--- src/rtl/rv32_lsu_pkg.sv ---
// rv32_lsu_pkg: shared types and helpers for the RV32 load/store unit.
//   XLEN/BE_W        datapath width (32 only) and byte enables per word
//   t_m / t_mt       decoded memory function and access type from the datapath
//   t_lsu_state      LSU FSM states
//   t_exc_cause      cause codes reported on dp_exc_cause
//   mt_be            byte-enable mask for a type at a byte lane
//   mt_legal         access types the LSU can perform
//   mt_align         address rounded down to the natural size of the type
//   mt_misaligned    true when the address is not naturally aligned for the type
package rv32_lsu_pkg;

  localparam int XLEN = 32;
  localparam int BE_W = XLEN / 8;

  typedef enum logic {
    M_XRD = 1'b0,
    M_XWR = 1'b1
  } t_m;

  typedef enum logic [2:0] {
    MT_X  = 3'd0,
    MT_B  = 3'd1,
    MT_H  = 3'd2,
    MT_W  = 3'd3,
    MT_D  = 3'd4,
    MT_BU = 3'd5,
    MT_HU = 3'd6,
    MT_WU = 3'd7
  } t_mt;

  typedef enum logic [2:0] {
    LSU_IDLE = 3'd0,
    LSU_REQ  = 3'd1,
    LSU_WAIT = 3'd2,
    LSU_DONE = 3'd3,
    LSU_EXC  = 3'd4
  } t_lsu_state;

  typedef enum logic [1:0] {
    EXC_LD_MA   = 2'd0,
    EXC_ST_MA   = 2'd1,
    EXC_ILL_TYP = 2'd2
  } t_exc_cause;

  function automatic logic [BE_W-1:0] mt_be(input t_mt typ, input logic [1:0] lane);
    logic [BE_W-1:0] be;
    case (typ)
      MT_B, MT_BU: be = 4'b0001 << lane;
      MT_H, MT_HU: be = 4'b0011 << {lane[1], 1'b0};
      MT_W:        be = 4'b1111;
      default:     be = 4'b0000;
    endcase
    return be;
  endfunction

  function automatic logic mt_legal(input t_mt typ);
    logic ok;
    case (typ)
      MT_B, MT_H, MT_W, MT_BU, MT_HU: ok = 1'b1;
      default:                        ok = 1'b0;
    endcase
    return ok;
  endfunction

  function automatic logic [XLEN-1:0] mt_align(input t_mt typ, input logic [XLEN-1:0] addr);
    logic [XLEN-1:0] a;
    case (typ)
      MT_H, MT_HU: a = {addr[XLEN-1:1], 1'b0};
      MT_W:        a = {addr[XLEN-1:2], 2'b00};
      default:     a = addr;
    endcase
    return a;
  endfunction

  function automatic logic mt_misaligned(input t_mt typ, input logic [1:0] lane);
    logic ma;
    case (typ)
      MT_H, MT_HU: ma = lane[0];
      MT_W:        ma = (lane != 2'b00);
      default:     ma = 1'b0;
    endcase
    return ma;
  endfunction

endpackage

--- src/rtl/rv32_lsu_if.sv ---
// rv32_lsu_if: req/resp data-memory port.
//   master (LSU):    drives mem_req_valid/wr/addr/wdata/be; samples ready and response
//   slave  (memory): drives mem_req_ready, mem_resp_valid, mem_resp_data
interface rv32_lsu_if;
  import rv32_lsu_pkg::*;

  logic            mem_req_valid;
  logic            mem_req_ready;
  logic            mem_req_wr;
  logic [XLEN-1:0] mem_req_addr;
  logic [XLEN-1:0] mem_req_wdata;
  logic [BE_W-1:0] mem_req_be;
  logic            mem_resp_valid;
  logic [XLEN-1:0] mem_resp_data;

  modport master (
    output mem_req_valid, mem_req_wr, mem_req_addr, mem_req_wdata, mem_req_be,
    input  mem_req_ready, mem_resp_valid, mem_resp_data
  );

  modport slave (
    input  mem_req_valid, mem_req_wr, mem_req_addr, mem_req_wdata, mem_req_be,
    output mem_req_ready, mem_resp_valid, mem_resp_data
  );
endinterface

--- src/rtl/rv32_lsu_align.sv ---
// rv32_lsu_align: combinational lane steering for the LSU.
//   st_typ/st_lane/st_data -> st_be, st_wdata : byte enables and lane-replicated store data
//   ld_typ/ld_lane/ld_raw  -> ld_data         : lane-selected, sign/zero-extended load data
module rv32_lsu_align
  import rv32_lsu_pkg::*;
(
  input  t_mt             st_typ,
  input  logic [1:0]      st_lane,
  input  logic [XLEN-1:0] st_data,
  output logic [BE_W-1:0] st_be,
  output logic [XLEN-1:0] st_wdata,
  input  t_mt             ld_typ,
  input  logic [1:0]      ld_lane,
  input  logic [XLEN-1:0] ld_raw,
  output logic [XLEN-1:0] ld_data
);

  logic [15:0] ld_half_s;
  logic [7:0]  ld_byte_s;

  // Store side: replicate the right-justified datum across every lane it could land in.
  always_comb begin
    st_be = mt_be(st_typ, st_lane);
    case (st_typ)
      MT_B, MT_BU: st_wdata = {4{st_data[7:0]}};
      MT_H, MT_HU: st_wdata = {2{st_data[15:0]}};
      default:     st_wdata = st_data;
    endcase
  end

  // Load side: pick the addressed halfword/byte, then extend by type.
  always_comb begin
    ld_half_s = ld_lane[1] ? ld_raw[31:16] : ld_raw[15:0];
    ld_byte_s = ld_lane[0] ? ld_half_s[15:8] : ld_half_s[7:0];
    case (ld_typ)
      MT_B:    ld_data = {{24{ld_byte_s[7]}}, ld_byte_s};
      MT_BU:   ld_data = {24'h000000, ld_byte_s};
      MT_H:    ld_data = {{16{ld_half_s[15]}}, ld_half_s};
      MT_HU:   ld_data = {16'h0000, ld_half_s};
      default: ld_data = ld_raw;
    endcase
  end

endmodule

--- src/rtl/rv32_lsu.sv ---
// rv32_lsu: load/store unit between the single-stage datapath and a req/resp data memory.
//   clk, rst_n                 clock, asynchronous active-low reset
//   dp_mem_en/fcn/typ/addr/wdata  decoded memory op from execute (held while dp_stall=1)
//   dp_rdata                   extended load data, valid in DONE
//   dp_stall                   freezes the core until the access completes
//   dp_exc, dp_exc_cause       one-cycle exception pulse and cause
//   mem (rv32_lsu_if.master)   word-aligned request with byte enables, response/ack
// FSM: IDLE->REQ->WAIT->DONE->IDLE, or IDLE->EXC->IDLE for rejected accesses.
// Optional macro LSU_MISALIGN_TRAP_EN: misaligned H/HU/W accesses raise an exception instead
// of being aligned down to their natural size.
module rv32_lsu
  import rv32_lsu_pkg::*;
(
  input  logic            clk,
  input  logic            rst_n,
  input  logic            dp_mem_en,
  input  t_m              dp_mem_fcn,
  input  t_mt             dp_mem_typ,
  input  logic [XLEN-1:0] dp_addr,
  input  logic [XLEN-1:0] dp_wdata,
  output logic [XLEN-1:0] dp_rdata,
  output logic            dp_stall,
  output logic            dp_exc,
  output logic [1:0]      dp_exc_cause,
  rv32_lsu_if.master      mem
);

  t_lsu_state      state_q, state_d;
  logic            req_valid_q, req_valid_d;
  logic            wr_q, wr_d;
  logic [XLEN-1:0] addr_q, addr_d;
  logic [XLEN-1:0] wdata_q, wdata_d;
  logic [BE_W-1:0] be_q, be_d;
  t_mt             typ_q, typ_d;
  logic [1:0]      lane_q, lane_d;
  logic [XLEN-1:0] rdata_q, rdata_d;
  logic            exc_q, exc_d;
  t_exc_cause      cause_q, cause_d;

  logic [XLEN-1:0] eff_addr_s;
  logic            misalign_s;
  logic [BE_W-1:0] al_be_s;
  logic [XLEN-1:0] al_wdata_s;
  logic [XLEN-1:0] ld_data_s;

  // Effective address and misalignment decision for the op waiting in IDLE.
  always_comb begin
`ifdef LSU_MISALIGN_TRAP_EN
    misalign_s = mt_misaligned(dp_mem_typ, dp_addr[1:0]);
    eff_addr_s = dp_addr;
`else
    misalign_s = 1'b0;
    eff_addr_s = mt_align(dp_mem_typ, dp_addr);
`endif
  end

  rv32_lsu_align u_align (
    .st_typ   (dp_mem_typ),
    .st_lane  (eff_addr_s[1:0]),
    .st_data  (dp_wdata),
    .st_be    (al_be_s),
    .st_wdata (al_wdata_s),
    .ld_typ   (typ_q),
    .ld_lane  (lane_q),
    .ld_raw   (mem.mem_resp_data),
    .ld_data  (ld_data_s)
  );

  // Next-state and register updates; payload is latched once in IDLE and held until accepted.
  always_comb begin
    state_d     = state_q;
    req_valid_d = req_valid_q;
    wr_d        = wr_q;
    addr_d      = addr_q;
    wdata_d     = wdata_q;
    be_d        = be_q;
    typ_d       = typ_q;
    lane_d      = lane_q;
    rdata_d     = rdata_q;
    exc_d       = 1'b0;
    cause_d     = cause_q;
    case (state_q)
      LSU_IDLE: begin
        if (dp_mem_en) begin
          if (!mt_legal(dp_mem_typ)) begin
            state_d = LSU_EXC;
            exc_d   = 1'b1;
            cause_d = EXC_ILL_TYP;
          end else if (misalign_s) begin
            state_d = LSU_EXC;
            exc_d   = 1'b1;
            cause_d = (dp_mem_fcn == M_XWR) ? EXC_ST_MA : EXC_LD_MA;
          end else begin
            state_d     = LSU_REQ;
            req_valid_d = 1'b1;
            wr_d        = (dp_mem_fcn == M_XWR);
            addr_d      = {eff_addr_s[XLEN-1:2], 2'b00};
            wdata_d     = al_wdata_s;
            be_d        = al_be_s;
            typ_d       = dp_mem_typ;
            lane_d      = eff_addr_s[1:0];
          end
        end else begin
          state_d = LSU_IDLE;
        end
      end
      LSU_REQ: begin
        if (mem.mem_req_ready) begin
          state_d     = LSU_WAIT;
          req_valid_d = 1'b0;
        end else begin
          state_d = LSU_REQ;
        end
      end
      LSU_WAIT: begin
        if (mem.mem_resp_valid) begin
          state_d = LSU_DONE;
          // Store acks carry no data; keep the last load result.
          rdata_d = wr_q ? rdata_q : ld_data_s;
        end else begin
          state_d = LSU_WAIT;
        end
      end
      LSU_DONE: state_d = LSU_IDLE;
      LSU_EXC:  state_d = LSU_IDLE;
      default: begin
        state_d     = LSU_IDLE;
        req_valid_d = 1'b0;
      end
    endcase
  end

  // State and request/response registers; reset abandons any access in flight.
  always_ff @(posedge clk or negedge rst_n) begin
    if (!rst_n) begin
      state_q     <= LSU_IDLE;
      req_valid_q <= 1'b0;
      wr_q        <= 1'b0;
      addr_q      <= 32'h0000_0000;
      wdata_q     <= 32'h0000_0000;
      be_q        <= 4'b0000;
      typ_q       <= MT_X;
      lane_q      <= 2'b00;
      rdata_q     <= 32'h0000_0000;
      exc_q       <= 1'b0;
      cause_q     <= EXC_LD_MA;
    end else begin
      state_q     <= state_d;
      req_valid_q <= req_valid_d;
      wr_q        <= wr_d;
      addr_q      <= addr_d;
      wdata_q     <= wdata_d;
      be_q        <= be_d;
      typ_q       <= typ_d;
      lane_q      <= lane_d;
      rdata_q     <= rdata_d;
      exc_q       <= exc_d;
      cause_q     <= cause_d;
    end
  end

  assign mem.mem_req_valid = req_valid_q;
  assign mem.mem_req_wr    = wr_q;
  assign mem.mem_req_addr  = addr_q;
  assign mem.mem_req_wdata = wdata_q;
  assign mem.mem_req_be    = be_q;
  assign dp_rdata          = rdata_q;
  assign dp_exc            = exc_q;
  assign dp_exc_cause      = cause_q;
  assign dp_stall          = dp_mem_en & (state_q inside {LSU_IDLE, LSU_REQ, LSU_WAIT});

endmodule
--- src/flat_wrapper.sv ---
// flat-port wrapper written by rule: the top's interface ports become plain ports
module rv32_lsu_flat import rv32_lsu_pkg::*;
  (clk, rst_n, dp_mem_en, dp_mem_fcn, dp_mem_typ, dp_addr, dp_wdata, dp_rdata, dp_stall, dp_exc, dp_exc_cause, mem_mem_req_valid, mem_mem_req_wr, mem_mem_req_addr, mem_mem_req_wdata, mem_mem_req_be, mem_mem_req_ready, mem_mem_resp_valid, mem_mem_resp_data);
  rv32_lsu_if mem_i ();
  input  logic clk;
  input  logic rst_n;
  input  logic dp_mem_en;
  input  t_m dp_mem_fcn;
  input  t_mt dp_mem_typ;
  input  logic [XLEN-1:0] dp_addr;
  input  logic [XLEN-1:0] dp_wdata;
  output logic [XLEN-1:0] dp_rdata;
  output logic dp_stall;
  output logic dp_exc;
  output logic [1:0] dp_exc_cause;
  output wire logic [$bits(mem_i.mem_req_valid)-1:0] mem_mem_req_valid;
  output wire logic [$bits(mem_i.mem_req_wr)-1:0] mem_mem_req_wr;
  output wire logic [$bits(mem_i.mem_req_addr)-1:0] mem_mem_req_addr;
  output wire logic [$bits(mem_i.mem_req_wdata)-1:0] mem_mem_req_wdata;
  output wire logic [$bits(mem_i.mem_req_be)-1:0] mem_mem_req_be;
  input wire logic [$bits(mem_i.mem_req_ready)-1:0] mem_mem_req_ready;
  input wire logic [$bits(mem_i.mem_resp_valid)-1:0] mem_mem_resp_valid;
  input wire logic [$bits(mem_i.mem_resp_data)-1:0] mem_mem_resp_data;
  assign mem_mem_req_valid = mem_i.mem_req_valid;
  assign mem_mem_req_wr = mem_i.mem_req_wr;
  assign mem_mem_req_addr = mem_i.mem_req_addr;
  assign mem_mem_req_wdata = mem_i.mem_req_wdata;
  assign mem_mem_req_be = mem_i.mem_req_be;
  assign mem_i.mem_req_ready = mem_mem_req_ready;
  assign mem_i.mem_resp_valid = mem_mem_resp_valid;
  assign mem_i.mem_resp_data = mem_mem_resp_data;
  rv32_lsu u_core (.clk(clk), .rst_n(rst_n), .dp_mem_en(dp_mem_en), .dp_mem_fcn(dp_mem_fcn), .dp_mem_typ(dp_mem_typ), .dp_addr(dp_addr), .dp_wdata(dp_wdata), .dp_rdata(dp_rdata), .dp_stall(dp_stall), .dp_exc(dp_exc), .dp_exc_cause(dp_exc_cause), .mem(mem_i));
endmodule
--- config.mk ---
export PLATFORM = sky130hd
export DESIGN_NAME = rv32_lsu_flat
export DESIGN_NICKNAME = d
export VERILOG_FILES = /design/src/rtl/rv32_lsu_pkg.sv /design/src/rtl/rv32_lsu_if.sv /design/src/rtl/rv32_lsu_align.sv /design/src/rtl/rv32_lsu.sv /design/src/flat_wrapper.sv
export SDC_FILE = /design/constraint.sdc
export NUM_CORES = 1
export LEC_CHECK = 0
export CORE_ASPECT_RATIO = 0.8
export CORE_MARGIN = 10
export CORE_UTILIZATION = 43
export CTS_CLUSTER_DIAMETER = 60
export DETAILED_ROUTE_END_ITERATION = 8
export PLACE_DENSITY_LB_ADDON = 0.2
export SLEW_MARGIN = 10
export SYNTH_ARGS = -nofsm -noshare
export SYNTH_HDL_FRONTEND = slang
export SYNTH_SLANG_ARGS = --single-unit
--- constraint.sdc ---
create_clock -name clk -period 2.65 [get_ports clk]
set_clock_uncertainty 0.1 [all_clocks]
set_input_delay 0.53 -clock clk [delete_from_list [all_inputs] [get_ports clk]]
set_output_delay 0.53 -clock clk [all_outputs]
set_load 0.01 [all_outputs]
# --- Word level (Yosys, flattened, before mapping) ---
# Cells that the tools add are included.
totals:
  out_inout_bits: 106
  rom_bits: 0
  latchBits: 0
  n_memories: 0
  ramBits: 0
  reg_bits: 110
op_classes:
  bitwise: 4
  shifts: 2
  muxes: 21
  n_reduce_logical: 10
  addsub: 0
  mul: 0
  eq_ne: 16
  magnitude_cmp: 0
  div: 0
ops:
  columns: ["op", "count"]
  rows:
  - ["$pmux 32 s4", 1]
  - ["$pmux 32 s2", 1]
  - ["$mux 16", 1]
  - ["$eq 3x2->1 const B", 5]
  - ["$eq 3x3->1 const B", 5]
  - ["$pmux 4 s3", 1]
  - ["$mux 1", 10]
  - ["$eq 3x1->1 const B", 3]
  - ["$pmux 3 s3", 1]
  - ["$reduce_and 3->1", 3]
  - ["$mux 8", 1]
  - ["$mux 3", 2]
  - ["$reduce_or 5->1", 1]
  - ["$ne 2x2->1 const B", 2]
  - ["$pmux 2 s2", 1]
  - ["$reduce_and 4->1", 1]
  - ["$reduce_or 2->1", 2]
  - ["$shl 1x2->4 const A", 1]
  - ["$shl 2x2->4 const A", 1]
  - ["$logic_not 3->1", 1]
  - ["$not 1->1", 3]
  - ["$pmux 1 s3", 1]
  - ["$reduce_bool 3->1", 1]
  - ["$reduce_or 3->1", 1]
  - ["other kinds (3)", 3]

# --- Longest topological paths before layout ---
depth:
  ltp_word: 8
  depth_mapped: 9
  depth_no_buf: 6

# --- Cells and area by module ---
# Synthesis repeated with hierarchy kept, for this count alone.
hier_totals:
  cells_unflattened: 493
  hier_area_um2: 6194.7
by_module_without_submodules:
  columns: ["module", "area_per_inst_um2", "instances", "cells_each"]
  rows:
  - ["rv32_lsu", 4565.6, 1, 258]
  - ["rv32_lsu_align", 1629.1, 1, 235]

# --- Worst setup path after synthesis ---
# No wires, ideal clock.
synth_timing:
  kind: "input to register"
  from: "input port dp_mem_typ[0]"
  to: "register u_core.wdata_q[10] (netlist: u_core.mem.mem_req_wdata[10])"
  stages: 7
  arrival_ns: 1.775
  required_ns: 2.424
  path_slack_ns: 0.649
  setup_time_ns: 0.126
  cell_sequence: "inv_1 -> ha_1 -> clkbuf_1 -> or2_2 -> buf_1 -> a221oi_1 -> nor2_1"
synth_between:
  elab_chain_cells: 6
  word_cells_on_any_way: 13
  classes_between: "eq/ne (5); mux (4); reduce/logical (4)"
synth_lines:
  columns: ["element", "line_no", "text"]
  rows:
  - ["start, declared", "flat_wrapper.sv:9", "input t_mt dp_mem_typ;"]
  - ["$eq 3x1->1 (tied with other cells)", "rv32_lsu_pkg.sv:58, rv32_lsu_align.sv:24", null]
  - ["$reduce_or 5->1", "rv32_lsu_pkg.sv:58", "case (typ)"]
  - ["$mux 1", "rv32_lsu_pkg.sv:58", null]
  - ["$mux 1", "rv32_lsu.sv:84", "if (dp_mem_en) begin"]
  - ["$mux 1", "rv32_lsu.sv:82", "case (state_q)"]
  - ["$reduce_and 3->1 (no line)", null, null]
  - ["end signal, assigned", "rv32_lsu.sv:152", "wdata_q <= wdata_d;"]
  - ["end, declared", "rv32_lsu.sv:32", "logic [XLEN-1:0] wdata_q, wdata_d;"]
# Several ways; a longest one is shown, not always the timed one. The select of a mux whose other input is x is not followed.
# A chain may end at the register's enable or synchronous reset.

# --- Worst setup path after layout ---
layout_timing:
  from: "input port dp_mem_en"
  to: "output port dp_stall"
layout_between:
  elab_chain_cells: 1
layout_lines:
  columns: ["element", "line_no", "text"]
  rows:
  - ["start, declared", "flat_wrapper.sv:7", "input logic dp_mem_en;"]
  - ["$and 1x1->1", "rv32_lsu.sv:170", "assign dp_stall = dp_mem_en & (state_q inside {LSU_IDLE, LSU_REQ, LSU_WAIT});"]
  - ["end, declared", "flat_wrapper.sv:13", "output logic dp_stall;"]
# Every way passes these cells.

==> impl_results.md <==
* Syn Std Cell Area at 5090 µm²
* PD cells at 1140 nW/µm²
* Rows at 35
* Worst-margin pin slew at 681 ps
* Max stage delay on crit path at 580 ps
* Crit Path Category: in2out
* Most used cell, CP: clkdlybuf4s50_1
* Highest Clock Rate at 421 MHz
* Fin util at 0.658
* Final Setup Violations at 0
* # resized after CTS at 0
* Critical Path RT at 2020 ps
* DRC at 0
* Final min period at 2380 ps
* Post-route ant nets at 0
* Die area at 16,600 µm²
* Outcome: completed
* Worst slack, placed at 102 ps
* Switching portion of total power at 0.370
* Async set or reset register ratio after synthesis at 1.00
* Initial antenna violation count at 0
* Clock slew at reported path FFs at 70 ps
* Layout fillers at 961
* Commonest non-fill, non-tap cell in the layout: clkdlybuf4s50_1
* M1 GR Usage at 0.252
* CP Cell Sequence: clkdlybuf4s50_1 > nand2b_1 > a21oi_1 > clkdlybuf4s50_1
* Total Wirelength at 16,900 µm
* Worst Hold Class: in2async
* Average cell area after synthesis at 8.93 µm²
* Final Hold Slack at 81.2 ps
* H-tree levels at 3
* Layout Nets at 874
* Cts hold-fix bufs at 0
* CP arrival at 1750 ps
* FF+latch count, synth at 110
* MaxCap Viol Count at 0
* Power share of the combinational group at 0.495
* Buf+Inv Stages, Crit Path at 2
* Share of cells above drive strength 1 at 0.0585
* GRT Total Usage at 0.202
* Pleak at 3.33 nW
* GR Util met3 at 0.0750
* Grt peak-use layer: met2
* Final Wtd Congestion at 0.930
* Sw Pwr at 3.19 mW
* CTS sink count at 110
* Slowest cell on the critical path: clkdlybuf4s50_1
* Int Pwr at 5.44 mW
* Die X-Extent at 142 µm
* Family with the most delay on the worst path: buffers and inverters
* RSZ-0062 raised after global routing: false
* Commonest cells after routing, fill and taps aside: clkdlybuf4s50_1 (206), nand2_1 (172), dfrtp_1 (110), nor2_1 (82), a21oi_1 (42)
* Sequential element share of the synthesized area at 0.541
* Vias at 4,837
* Period utilization at 0.896
* CP Launch Type: input pin
* TritonRoute pass-1 iters at 4
* Final worst slack at 275 ps
* Placeable Area at 11,600 µm²
* Slew Limit Fails at 0
* DR WL/cell at 18.4 µm
* Slew headroom at 0.546
* Largest net degree at the start of global routing at 68
* M2 GR Usage at 0.326
* Reg area at 2750 µm²
* First DRT Iteration DRCs at 385
* Vias in the first global route at 4,945
* Die Ht at 117 µm
* Synth Flop Type: dfrtp_1
* Cells after synthesis at 570
* First-pass GRT wire length at 26,800 µm
* Worst skew pair latency at 340 ps
* I/O pin count at 211
* Seq pwr share at 0.354
* Clock Tree Root: clkbuf_16
* Distinct cells, synth at 43
* Final hold violations at 0
* Detailed Place HPWL at 13,100 µm
* CTS tree: done
* Clock power share at 0.151
* Area occupied by multi-input gates at 2140 µm²
* Num CTS Buffers at 9
* Post-synth EDFFs at 0
* Setup TNS at 0 ps
* Max Root-Sink Buffers at 2
* Crit end category: output pin
* Worst VDD drop at 0.614 mV
* Post-CTS setup buffer count at 0
* ANT cells at 0
* Crit Path Max Fanout at 2
* Layout Area Growth over Synthesis at 49.5%
* Vias/cell at 5.27
* Gr ovfl total at 0
* Yosys warnings at 0
* # port buffers at 207
* Starting Density at 0.440
[kinds of logic after synthesis]
group | after synthesis | synth area share
buffers and inverters | 44 | 0.0430
adder cells (fa/ha/maj) | 3 | 0.00738
XOR/XNOR | 1 | 0.00172
AO/OA/AOI/OAI | 119 | 0.154
flip-flops | 110 | 0.541
AND/OR/NAND/NOR | 274 | 0.214
multiplexers | 18 | 0.0381
other | 1 | 0.000737
[final cells by class]
class	instances	area share
multi-input cells	418	0.281
well taps	148	0.0244
repair buffers	222	0.294
clock inverters	4	0.00658
clock buffers	10	0.0301
inverters	5	0.00247
flip-flops and latches	110	0.362
[Yosys cell counts (4+ instances only)]
master,number,area (µm²)
nand2_1,172,646
dfrtp_1,110,2750
nor2_1,82,308
a21oi_1,42,210
o21ai_0,23,115
clkbuf_1,17,63.8
a221oi_1,16,140
mux2i_1,16,160
a22oi_1,15,113
buf_2,10,50.1
buf_4,7,52.6
o221a_2,7,78.8
nand2b_1,6,37.5
inv_1,5,18.8
a31oi_1,4,25.0
nor2b_1,4,25.0
[metal layers]
layer  wire length [µm]  vias up
met1               7120     2323
met4                242        0
met5                  0        -
met3               1540       19
li1                   -     2304
met2               8000      191
[state kept, by name, indices dropped and copies added, names as in the netlist]
name,count
u_core.dp_exc,1
u_core.dp_exc_cause,1
u_core.dp_rdata,32
u_core.lane_q,2
u_core.mem.mem_req_addr,30
u_core.mem.mem_req_be,4
u_core.mem.mem_req_valid,1
u_core.mem.mem_req_wdata,32
u_core.mem.mem_req_wr,1
u_core.state_q,3
u_core.typ_q,3
[final timing paths]
path                       slack (ps)                        start                           to  cells past startpoint
hold reg to reg                   380  u_core.mem.mem_req_wdata[2]  u_core.mem.mem_req_wdata[2]                      2
setup / recovery                  270                    dp_mem_en                     dp_stall                      4
max in group asynchronous        1580                        rst_n           u_core.dp_rdata[3]                      2
hold / removal                     80                        rst_n  u_core.mem.mem_req_addr[23]                      1
min in group clk                  380  u_core.mem.mem_req_wdata[2]  u_core.mem.mem_req_wdata[2]                      2
setup reg to reg                  470              u_core.typ_q[0]           u_core.dp_rdata[1]                      4
[power by group through the flow]
stage | Combinational (mW) | Clock [mW] | Sequential, mW
detailed placement | 4.30 | 0 | 3.08
CTS | 4.32 | 1.33 | 3.06
global placement | 4.21 | 0 | 3.04
floorplan | 1.68 | 0 | 3.31
finish | 4.27 | 1.30 | 3.06
global route | 4.68 | 1.41 | 3.17
[stage by stage]
stage | instances | total power, mW | area (µm²)
after floorplan | 572 | 4.99 | 5090
after global placement | 903 | 7.25 | 7330
after detailed placement | 903 | 7.38 | 7330
after CTS | 917 | 8.72 | 7600
after global routing | 917 | 9.26 | 7600
final | 917 | 8.63 | 7600
Power figures use the tool's default switching activity.
